===== src/rtl/imm_gen_pipe.sv =====
// imm_gen_pipe: registered RV32I/matrix immediate decoder behind a 2-entry valid/ready skid buffer
module imm_gen_pipe #(
  parameter int         XLEN      = 32,
  parameter logic [6:0] MTYPE_OPC = 7'b0001011,
  parameter logic [2:0] M_LD_F3   = 3'b000,
  parameter logic [2:0] M_ST_F3   = 3'b001,
  parameter int         CNT_W     = 16
) (
  input  logic             clk,
  input  logic             rstn,
  input  logic             in_valid,
  output logic             in_ready,
  input  logic [31:0]      inst_i,
  output logic             out_valid,
  input  logic             out_ready,
  output logic [XLEN-1:0]  imm_o,
  output logic [2:0]       imm_type_o,
  output logic             illegal_o,
  output logic [CNT_W-1:0] br_cnt_o,
  input  logic             br_cnt_clr
);
  generate
    if (XLEN != 32 && XLEN != 64) begin : g_bad_xlen
      $error("imm_gen_pipe: XLEN must be 32 or 64");
    end
  endgenerate
  localparam logic [2:0] T_NONE = 3'd0, T_I = 3'd1, T_S = 3'd2, T_B = 3'd3,
                         T_U = 3'd4, T_J = 3'd5, T_ML = 3'd6, T_MS = 3'd7;
  typedef struct packed {
    logic [XLEN-1:0] imm;
    logic [2:0]      typ;
    logic            ill;
  } res_t;
  logic [6:0]         opc;
  logic [2:0]         f3;
  logic signed [31:0] i_imm, s_imm, b_imm, u_imm, j_imm, sel;
  res_t               d, e0, e1;
  logic [1:0]         cnt, wr;
  logic               push, pop;
  assign opc   = inst_i[6:0];
  assign f3    = inst_i[14:12];
  assign i_imm = {{20{inst_i[31]}}, inst_i[31:20]};
  assign s_imm = {{20{inst_i[31]}}, inst_i[31:25], inst_i[11:7]};
  assign b_imm = {{20{inst_i[31]}}, inst_i[7], inst_i[30:25], inst_i[11:8], 1'b0};
  assign u_imm = {inst_i[31:12], 12'b0};
  assign j_imm = {{12{inst_i[31]}}, inst_i[19:12], inst_i[20], inst_i[30:21], 1'b0};
  always_comb begin
    d.typ = T_NONE;
    d.ill = 1'b0;
    if (opc == MTYPE_OPC) begin
      d.typ = f3 == M_LD_F3 ? T_ML : f3 == M_ST_F3 ? T_MS : T_NONE;
      d.ill = f3 != M_LD_F3 && f3 != M_ST_F3;
    end else begin
      case (opc)
        7'b0000011, 7'b0010011, 7'b1100111: d.typ = T_I;
        7'b0100011:                         d.typ = T_S;
        7'b1100011:                         d.typ = T_B;
        7'b0110111, 7'b0010111:             d.typ = T_U;
        7'b1101111:                         d.typ = T_J;
        7'b0110011, 7'b0001111, 7'b1110011: d.typ = T_NONE;
        default:                            d.ill = 1'b1;
      endcase
    end
    sel = (d.typ == T_I || d.typ == T_ML) ? i_imm :
          (d.typ == T_S || d.typ == T_MS) ? s_imm :
          d.typ == T_B ? b_imm :
          d.typ == T_U ? u_imm :
          d.typ == T_J ? j_imm : 32'sd0;
    d.imm = XLEN'(sel);
  end
  // full-ness is registered; out_ready is the only combinational term into in_ready
  assign out_valid = cnt != 2'd0;
  assign in_ready  = ~cnt[1] | out_ready;
  assign push      = in_valid & in_ready;
  assign pop       = out_valid & out_ready;
  assign wr        = cnt - {1'b0, pop};
  always_ff @(posedge clk or negedge rstn) begin
    if (!rstn) begin
      cnt      <= 2'd0;
      e0       <= '0;
      e1       <= '0;
      br_cnt_o <= '0;
    end else begin
      cnt <= cnt + {1'b0, push} - {1'b0, pop};
      if (pop) e0 <= e1;
      if (push && wr == 2'd0) e0 <= d;
      if (push && wr == 2'd1) e1 <= d;
      if (br_cnt_clr) br_cnt_o <= '0;
      else if (push && d.typ == T_B && !(&br_cnt_o)) br_cnt_o <= br_cnt_o + 1'b1;
    end
  end
  assign imm_o      = e0.imm;
  assign imm_type_o = e0.typ;
  assign illegal_o  = e0.ill;
endmodule

===== config.mk =====
export PLATFORM = sky130hd
export DESIGN_NAME = imm_gen_pipe
export DESIGN_NICKNAME = d
export VERILOG_FILES = /design/src/rtl/imm_gen_pipe.sv
export SDC_FILE = /design/constraint.sdc
export NUM_CORES = 1
export LEC_CHECK = 0
export ABC_AREA = 0
export CAP_MARGIN = 5
export CORE_AREA = 2 2 80 120
export DETAILED_ROUTE_END_ITERATION = 8
export DIE_AREA = 0 0 82 122
export HOLD_SLACK_MARGIN = 0.15
export PLACE_DENSITY = 0.77
export SLEW_MARGIN = 10
export SYNTH_ARGS = -nofsm -noshare
export SYNTH_HDL_FRONTEND = slang
export SYNTH_SLANG_ARGS = --single-unit

===== constraint.sdc =====
create_clock -name clk -period 7.05 [get_ports clk]
set_input_delay 1.41 -clock clk [delete_from_list [all_inputs] [get_ports clk]]
set_output_delay 1.41 -clock clk [all_outputs]
set_load 0.01 [all_outputs]

==> impl_metrics.toml, run 1 <==
[cts]
clock_path_buffers = 2
cts_sinks = 90
ctsHoldBuffers = 0
insertion_delay_ps = 340
post_cts_buffers = 0
clockRootBuffer = "clkbuf_16"
cts_buffers = 9
cts-resized-gates = 0
cts_max_level = 3
clk_pin_slew_ps = 70
cts_tree = "yes"

[logic_synthesis]
yosys-top-cells-area = "dfrtp_1 (51%), nand2_1 (10%), nor2_1 (4.0%), a32oi_1 (4.0%), a21oi_1 (3.9%)"
yosys_warnings = 0
synth_edf_count = 0
synth_nets = 537
netlist_area_um2 = 4370
ys_seq_elements = 90
yosys.area.top_type_share = 0.515
synth_cell_types = 44
synth_top_flop_cell = "dfrtp_1"
synth_most_common_cell = "nand2_1"
yosys.area.top_type = "dfrtp_1"
postSynthAreaPerCell_um2 = 8.82
synth_common_cells = "nand2_1 (121), dfrtp_1 (90), nor2_1 (47)"
synth_cells = 496
ys_seq_area_frac = 0.515
async_reset_ff_frac = 1.00

[timing]
worst_pin_slew_ps = 1160
final_hold_viol_count = 0
rsz0062_at_grt = "no"
skew_ps = 6.65
slew_headroom = 0.220
period_needed_ps = 4330
fin_setup_tns_ps = 0
finalWorstSetupSlack_ps = 2720
clock.fmax_ghz = 0.231
whs_ps = 484
final-setup-viol-count = 0
post-route-period-util = 0.614
maxSlewViolCount = 0

[setup_path]
endpoint_kind = "flip-flop"
crit_arrival_ps = 4560
cp.required_ps = 7280
critPathMaxFanout = 37
startpoint_type = "primary input"
cpLargestDelayFamily = "buffers and inverters"
crit_chain = "clkdlybuf4s50_1 > nand2_1 > buf_4 > clkinv_1 > ha_1 > and3_1 > o21ai_1 > inv_1 > nand2_1 > buf_4 > nor2_1 > a221o_1"
path_class = "in -> reg"
critPathSlowestCell = "nand2_1"
max_stage_delay_ps = 470
path_buf_inv = 5

[die]
core_area_um2 = 9040
io_pins = 91
num_rows = 43
die_y_um = 122
die_x_um = 82
start_util = 0.484
fp.dieArea_um2 = 10000

[run]
cap_violations = 0

[pwr]
power_leakage_uw = 0.00234
powerDensity_nw_per_um2 = 353
ir_worst_vdd_v = 0.000171
power_uw = 1990

[place]
routabilityCongestion = 0.856
dpl_worst_slack_ps = 2410
dpl.hpwl_um = 7910
port_buffers = 90
placed_cells = 674

[route]
ant_nets = 0
num_vias = 4009
wirelength_um = 11100
drc = 0
wl_per_cell_um = 16.1
firstDrtPassIters = 4
drt-initial-drc-count = 237
avgViaCountPerCell = 5.81

[grt]
grt_util_met3 = 0.0393
overflow = 0
busiest_layer = "met2"
grt_use_met2 = 0.387
grt_usage = 0.239
gr-usage-met1 = 0.305
grt_max_degree = 65
antenna_found_initial = 0
grt_pass1_vias = 4025
grt_pass1_wl_um = 18600

[cells_and_area]
antennaDiodeCount = 0
finalNonFillerCells = 690
drive_above_1_share = 0.0536
num-fill-cells = 774
layout.nets = 614
area_delta_synth_final_pct = 29.1

[status]
status = "finished, final reports clean"

[hold_path]
hold_path.class = "reg -> reg"
report_power, final:
part / internal (uW) / switching, uW / total (uW)
Clock: 285 / 196 / 480
Sequential: 692 / 95.3 / 787
Combinational: 349 / 374 / 723
Total: 1330 / 665 / 1990
final cells by class:
type,instances,area (um2),share of cell area
inverters,7,26.3,0.00465
repair buffers,96,943,0.167
well taps,112,140,0.0248
clock inverters,4,51.3,0.00908
flip-flops and latches,90,2250,0.399
multi-input cells,369,1990,0.352
clock buffers,12,246,0.0437
cells by family (layout without fill, tap and decap cells):
group | Yosys count | in the layout | share of synthesized area
compound gates | 112 | 112 | 0.169
simple gates | 239 | 239 | 0.242
buf+inv | 37 | 119 | 0.0340
xor+xnor | 12 | 12 | 0.0240
mux | 2 | 2 | 0.00458
fa+ha+maj | 4 | 4 | 0.0114
flops | 90 | 90 | 0.515
path summary, 6_finish.rpt:
check,startpoint,end,slack [ps],depth (start not counted)
worst max-delay path,out_ready,imm_o[4],2720,12
worst min-delay path,e1[10],e1[10],480,2
max in group asynchronous,rstn,br_cnt_o[13],4960,2
worst min register to register,e1[10],e1[10],480,2
worst max register to register,cnt[1],imm_o[4],3470,12
min in group asynchronous,rstn,imm_o[1],970,1
worst min-delay path: stages, from the launching register on:
cell and delay [ps]:
dfrtp_1 340, nand2_1 50, nand2_1 60
routing by layer:
layer,vias to the layer above,wire (um)
met3,26,574
met4,0,321
met5,-,0
met2,154,5630
met1,1936,4600
li1,1893,-
stage by stage:
stage / area [um2] / utilization
after floorplan: 4370 / -
after global placement: 5350 / 0.592
after detailed placement: 5350 / 0.592
after CTS: 5650 / 0.625
after global routing: 5650 / 0.625
final: 5650 / 0.625
cell usage in the layout, fill, tap and decap left out, drive strengths merged, types with 12 or more instances in the layout:
| cell type | netlist | final |
|---|---|---|
| nand3 | 18 | 18 |
| clkdlybuf4s50 | 0 | 89 |
| nand2 | 122 | 122 |
| nor2 | 47 | 47 |
| o21ai | 21 | 21 |
| clkbuf | 21 | 12 |
| a21oi | 34 | 34 |
| dfrtp | 90 | 90 |
| a31oi | 18 | 18 |
| a32oi | 20 | 20 |
flip-flops by register name, summed over array words and instances (netlist names):
name / flops
br_cnt_o: 16
cnt: 2
e1: 36
illegal_o: 1
imm_o: 32
imm_type_o: 3
Note: power is estimated with default switching activity, not from simulation.
==> run 2, diff against run 1 <==
==> constraint.sdc (replaced) <==
create_clock -name clk -period 4.39 [get_ports clk]
set_input_delay 0.878 -clock clk [delete_from_list [all_inputs] [get_ports clk]]
set_output_delay 0.878 -clock clk [all_outputs]
set_load 0.01 [all_outputs]
==> run 2 against run 1 <==
  * Via count is 0.12% higher
  * Sequential share of layout area is 0.20 points lower
  * Non-clock buffer count is 1 higher
  * Clock power is 66% higher
  * Critical endpoint is now imm_o[30]
  * Largest power group unchanged
==> impl_metrics.toml, run 2 (synthesis gave the netlist of run 1 again) <==
[pwr]
p_sw_uw = 1070
intPower_uw = 2150
comb_power_share = 0.361
power_leakage_uw = 0.00235
seqPwrFrac = 0.392
swShare = 0.333
ir_worst_vdd_v = 0.000274
powerDensity_nw_per_um2 = 567
power.clock.fraction = 0.247

[cts]
post_cts_buffers = 0
clk_pin_slew_ps = 60
clock_path_buffers = 2
cts_max_level = 3
clockRootBuffer = "clkbuf_16"
cts_tree = "yes"
ctsHoldBuffers = 0
cts_sinks = 90
cts_buffers = 9
insertion_delay_ps = 350
cts-resized-gates = 0

[cells_and_area]
design_area_um2 = 5680
final_common_cell = "nand2_1"
final_cell_mix = "nand2_1 (121), dfrtp_1 (90), clkdlybuf4s50_1 (89)"
antennaDiodeCount = 0
drive_above_1_share = 0.0587
layout.nets = 615
largest_reg_flops = 36
regMostFlops = "e1"
area_delta_synth_final_pct = 29.7

[grt]
grt_pass1_wl_um = 18500
grt_use_met2 = 0.385
grt_pass1_vias = 3875
grt_usage = 0.237
antenna_found_initial = 0
gr-usage-met1 = 0.312
grt_util_met3 = 0.0504
grt_max_degree = 91
busiest_layer = "met2"
overflow = 0

[setup_path]
critPathMaxFanout = 21
r2r_slack_ps = 1420
crit_chain = "clkdlybuf4s50_1 > nand2_1 > clkinv_1 > ha_1 > and3_1 > o21ai_1 > inv_1 > nand2_1 > a21oi_1 > a32oi_1"
crit_start = "out_ready"
critPathSlowestCell = "a21oi_1"
critical_path_depth = 10
path_class = "in -> reg"
r2r_cells = 10
crit_arrival_ps = 3410
startpoint_type = "primary input"
path_buf_inv = 3
critPathMostFrequentCell = "nand2_1"
cpLargestDelayFamily = "compound AO/OA/AOI/OAI gates"
max_stage_delay_ps = 840
rr_endpoint = "imm_o[30]"
endpoint_kind = "flip-flop"
r2r-start = "cnt[1]"
cp.required_ps = 4560

[route]
drc = 0
firstDrtPassIters = 5
wirelength_um = 11100
num_vias = 4014
avgViaCountPerCell = 5.81
wl_per_cell_um = 16.1
ant_nets = 0
drt-initial-drc-count = 319

[timing]
slew_headroom = 0.409
final_hold_viol_count = 0
fin_setup_tns_ps = 0
worst_pin_slew_ps = 887
post-route-period-util = 0.737
maxSlewViolCount = 0
final-setup-viol-count = 0
clock.fmax_ghz = 0.309
rsz0062_at_grt = "no"
period_needed_ps = 3230
skew_ps = 6.69

[die]
core_area_um2 = 9040
die_x_um = 82
num_rows = 43
fp.dieArea_um2 = 10000
io_pins = 91
die_y_um = 122
start_util = 0.484

[hold_path]
hold_path.class = "reg -> reg"
holdPathStages = 2
hold_path_end = "e1[15]"
hp-start = "e1[15]"

[place]
placed_area_um2 = 5360
dpl.hpwl_um = 7830
port_buffers = 90
routabilityCongestion = 0.915

[status]
status = "finished, final reports clean"

[run]
cap_violations = 0
-- run 2: worst min-delay path, cell delays in order, from the launching register on --
cell     delay [ps]
dfrtp_1         340
nand2_1          50
o21ai_0          60
-- run 2: power by group through the flow --
stage / clock network (uW) / logic, uW / registers [uW]
4_1_cts: 808 / 1180 / 1260
2_1_floorplan: 0 / 615 / 1310
3_3_place_gp: 0 / 1130 / 1260
6_report: 795 / 1160 / 1260
5_1_grt: 849 / 1300 / 1300
3_5_place_dp: 0 / 1170 / 1280
-- run 2: metrics by stage --
stage | setup slack [ps] | instances | total power (uW) | utilization | hold slack [ps]
after floorplan | 1330 | 496 | 1920 | - | 446
after global routing | 874 | 691 | 3440 | 0.628 | 509
after detailed placement | 800 | 675 | 2450 | 0.593 | 470
after global placement | 942 | 675 | 2390 | 0.593 | 459
after CTS | 1170 | 691 | 3250 | 0.627 | 483
final | 1160 | 691 | 3220 | 0.628 | 481
-- run 2: metal layers --
layer,part of all wire,wire [um]
met5,0,0
met2,0.51,5700
met3,0.056,619
met4,0.017,191
met1,0.42,4630
-- run 2: area by class of cell --
class | count | area [um2]
clock buffers | 11 | 253
clock inverters | 5 | 62.6
fillers | 766 | 3360
inverters | 7 | 26.3
multi-input cells | 369 | 1990
flip-flops and latches | 90 | 2250
well taps | 112 | 140
repair buffers | 97 | 955
-- run 2: worst max path at each step --
| stage | endpoint | slack, ps |
|---|---|---|
| after floorplan | e1[35] | 1330 |
| after global placement | imm_o[30] | 940 |
| after detailed placement | imm_o[30] | 800 |
| after CTS | imm_o[26] | 1170 |
| after global routing | imm_o[28] | 870 |
| final | imm_o[30] | 1160 |
==> run 3, diff against run 2 <==
--- a/config.mk
+++ b/config.mk
@@ -7,11 +7,11 @@
 export LEC_CHECK = 0
 export ABC_AREA = 0
 export CAP_MARGIN = 5
-export CORE_AREA = 2 2 80 120
+export CORE_AREA = 2 2 83 125
 export DETAILED_ROUTE_END_ITERATION = 8
-export DIE_AREA = 0 0 82 122
+export DIE_AREA = 0 0 85 127
 export HOLD_SLACK_MARGIN = 0.15
-export PLACE_DENSITY = 0.77
+export PLACE_DENSITY = 0.74
 export SLEW_MARGIN = 10
 export SYNTH_ARGS = -nofsm -noshare
 export SYNTH_HDL_FRONTEND = slang
==> constraint.sdc (replaced) <==
create_clock -name clk -period 2.6 [get_ports clk]
set_input_delay 0.52 -clock clk [delete_from_list [all_inputs] [get_ports clk]]
set_output_delay 0.52 -clock clk [all_outputs]
set_load 0.01 [all_outputs]
==> run 3 against run 2 <==
  * Flip-flop and latch count unchanged
  * Global-route usage is 1.6 points lower
  * Total power increased by 74%
  * Worst hold slack lost 340 ps
  * Sequential share of layout area fell by 1.4 points
  * First-iteration DRC count grew 10%
  * Critical path type is now in -> out
  * Wire length up 4.0%
  * Sequential power is 69% higher
  * Clock skew rose by 2.8 ps
  * Highest routed layer unchanged
  * Combinational power increased by 79%
  * Die area increased by 7.9%
  * Cell count is 3.6% higher
==> impl_metrics.toml, run 3 (synthesis gave the netlist of run 1 again) <==
[status]
status = "finished, final reports clean"

[route]
avgViaCountPerCell = 5.74
ant_nets = 0
drt-initial-drc-count = 352
wl_per_cell_um = 16.2
firstDrtPassIters = 4
num_vias = 4108
wirelength_um = 11600
drc = 0

[cts]
clock_path_buffers = 2
cts_sinks = 90
clockRootBuffer = "clkbuf_16"
cts_tree = "yes"
clk_pin_slew_ps = 70
cts-resized-gates = 0
insertion_delay_ps = 350
cts_max_level = 3
cts_buffers = 9
ctsHoldBuffers = 0
post_cts_buffers = 0

[setup_path]
crit_chain = "clkdlybuf4s50_1 > buf_4 > nand2b_1 > clkdlybuf4s50_1"
path_buf_inv = 3
critPathMostFrequentCell = "clkdlybuf4s50_1"
path_class = "in -> out"
crit_arrival_ps = 1880
crit_start = "out_ready"
critPathMaxFanout = 3
cpLargestDelayFamily = "buffers and inverters"
critPathSlowestCell = "clkdlybuf4s50_1"
max_stage_delay_ps = 560
cp.required_ps = 2080
startpoint_type = "primary input"
r2r-start = "cnt[1]"
endpoint_kind = "primary output"

[timing]
rsz0062_at_grt = "no"
maxSlewViolCount = 0
worst_pin_slew_ps = 594
final-setup-viol-count = 0
post-route-period-util = 0.925
slew_headroom = 0.603
clock.fmax_ghz = 0.416
final_hold_viol_count = 0
period_needed_ps = 2400
fin_setup_tns_ps = 0
skew_ps = 9.53
finalWorstSetupSlack_ps = 195

[place]
placed_area_um2 = 5550
dpl.hpwl_um = 8240
placed_cells = 700
dpl_worst_slack_ps = -191
routabilityCongestion = 0.920
port_buffers = 90

[die]
num_rows = 44
fp.dieArea_um2 = 10800
io_pins = 91
core_area_um2 = 9630
start_util = 0.454
die_y_um = 127
die_x_um = 85

[cells_and_area]
final_util = 0.610
antennaDiodeCount = 0
area_delta_synth_final_pct = 34.4
finalNonFillerCells = 716
drive_above_1_share = 0.0982
layout.nets = 637
final_common_cell = "nand2_1"
final_cell_mix = "nand2_1 (120), dfrtp_1 (90), clkdlybuf4s50_1 (89)"
largest_reg_flops = 36
regMostFlops = "e1"
design_area_um2 = 5880

[grt]
grt_max_degree = 42
antenna_found_initial = 0
grt_pass1_wl_um = 19200
grt_usage = 0.222
grt_pass1_vias = 3921
overflow = 0

[run]
cap_violations = 0

[hold_path]
hold_path.class = "in -> async"

[pwr]
powerDensity_nw_per_um2 = 956
power_leakage_uw = 0.00248
ir_worst_vdd_v = 0.000696
run 3: changes by cell type in the layout (fill, tap and decap cells not counted), moves of 2 or more:
cell	change
buf_4	+22
clkbuf_8	-2
clkinv_2	+2
inv_6	+2
run 3: layout make-up:
type,count,area [um2]
Clock buffer,9,225
Clock inverter,7,98.8
Fill cell,849,3760
Inverter,7,27.5
Multi-Input combinational cell,369,2000
Sequential cell,90,2250
Tap cell,115,144
Timing Repair Buffer,119,1130
run 3: worst paths after layout:
check | end | slack [ps] | cells after the start
worst max-delay path | in_ready | 200 | 4
worst min-delay path | imm_o[2] | 140 | 1
worst max register to register | imm_o[3] | 210 | 11
worst min register to register | e1[35] | 480 | 2
max in group asynchronous | br_cnt_o[14] | 1800 | 2
min in group clk | e1[35] | 480 | 2
run 3: power by group:
group / internal [uW] / switching [uW]
clock network: 848 / 562
registers: 1870 / 254
logic: 1020 / 1060
total: 3750 / 1870
run 3: through the flow:
stage	hold slack (ps)	power [uW]
final	142	5620
after global routing	195	5980
after CTS	159	5660
after detailed placement	465	4240
after global placement	461	4140
after floorplan	224	3270
run 3: per-layer routing:
| metal | wire, um | GRT usage | vias up |
|---|---|---|---|
| li1 | - | - | 1936 |
| met1 | 4710 | 0.293 | 1976 |
| met2 | 5860 | 0.361 | 175 |
| met3 | 786 | 0.0452 | 21 |
| met4 | 228 | 0.0812 | 0 |
| met5 | 0 | 0 | - |
run 3: worst reg2reg max path: stages (launching register included):
cell and delay, ps:
dfrtp_1 430, or2_4 290, nand2_4 70, clkinv_2 50, ha_1 190, and3_1 190
o21ai_1 230, inv_1 80, nand2_1 130, buf_4 150, nor2_1 80, a221o_1 380
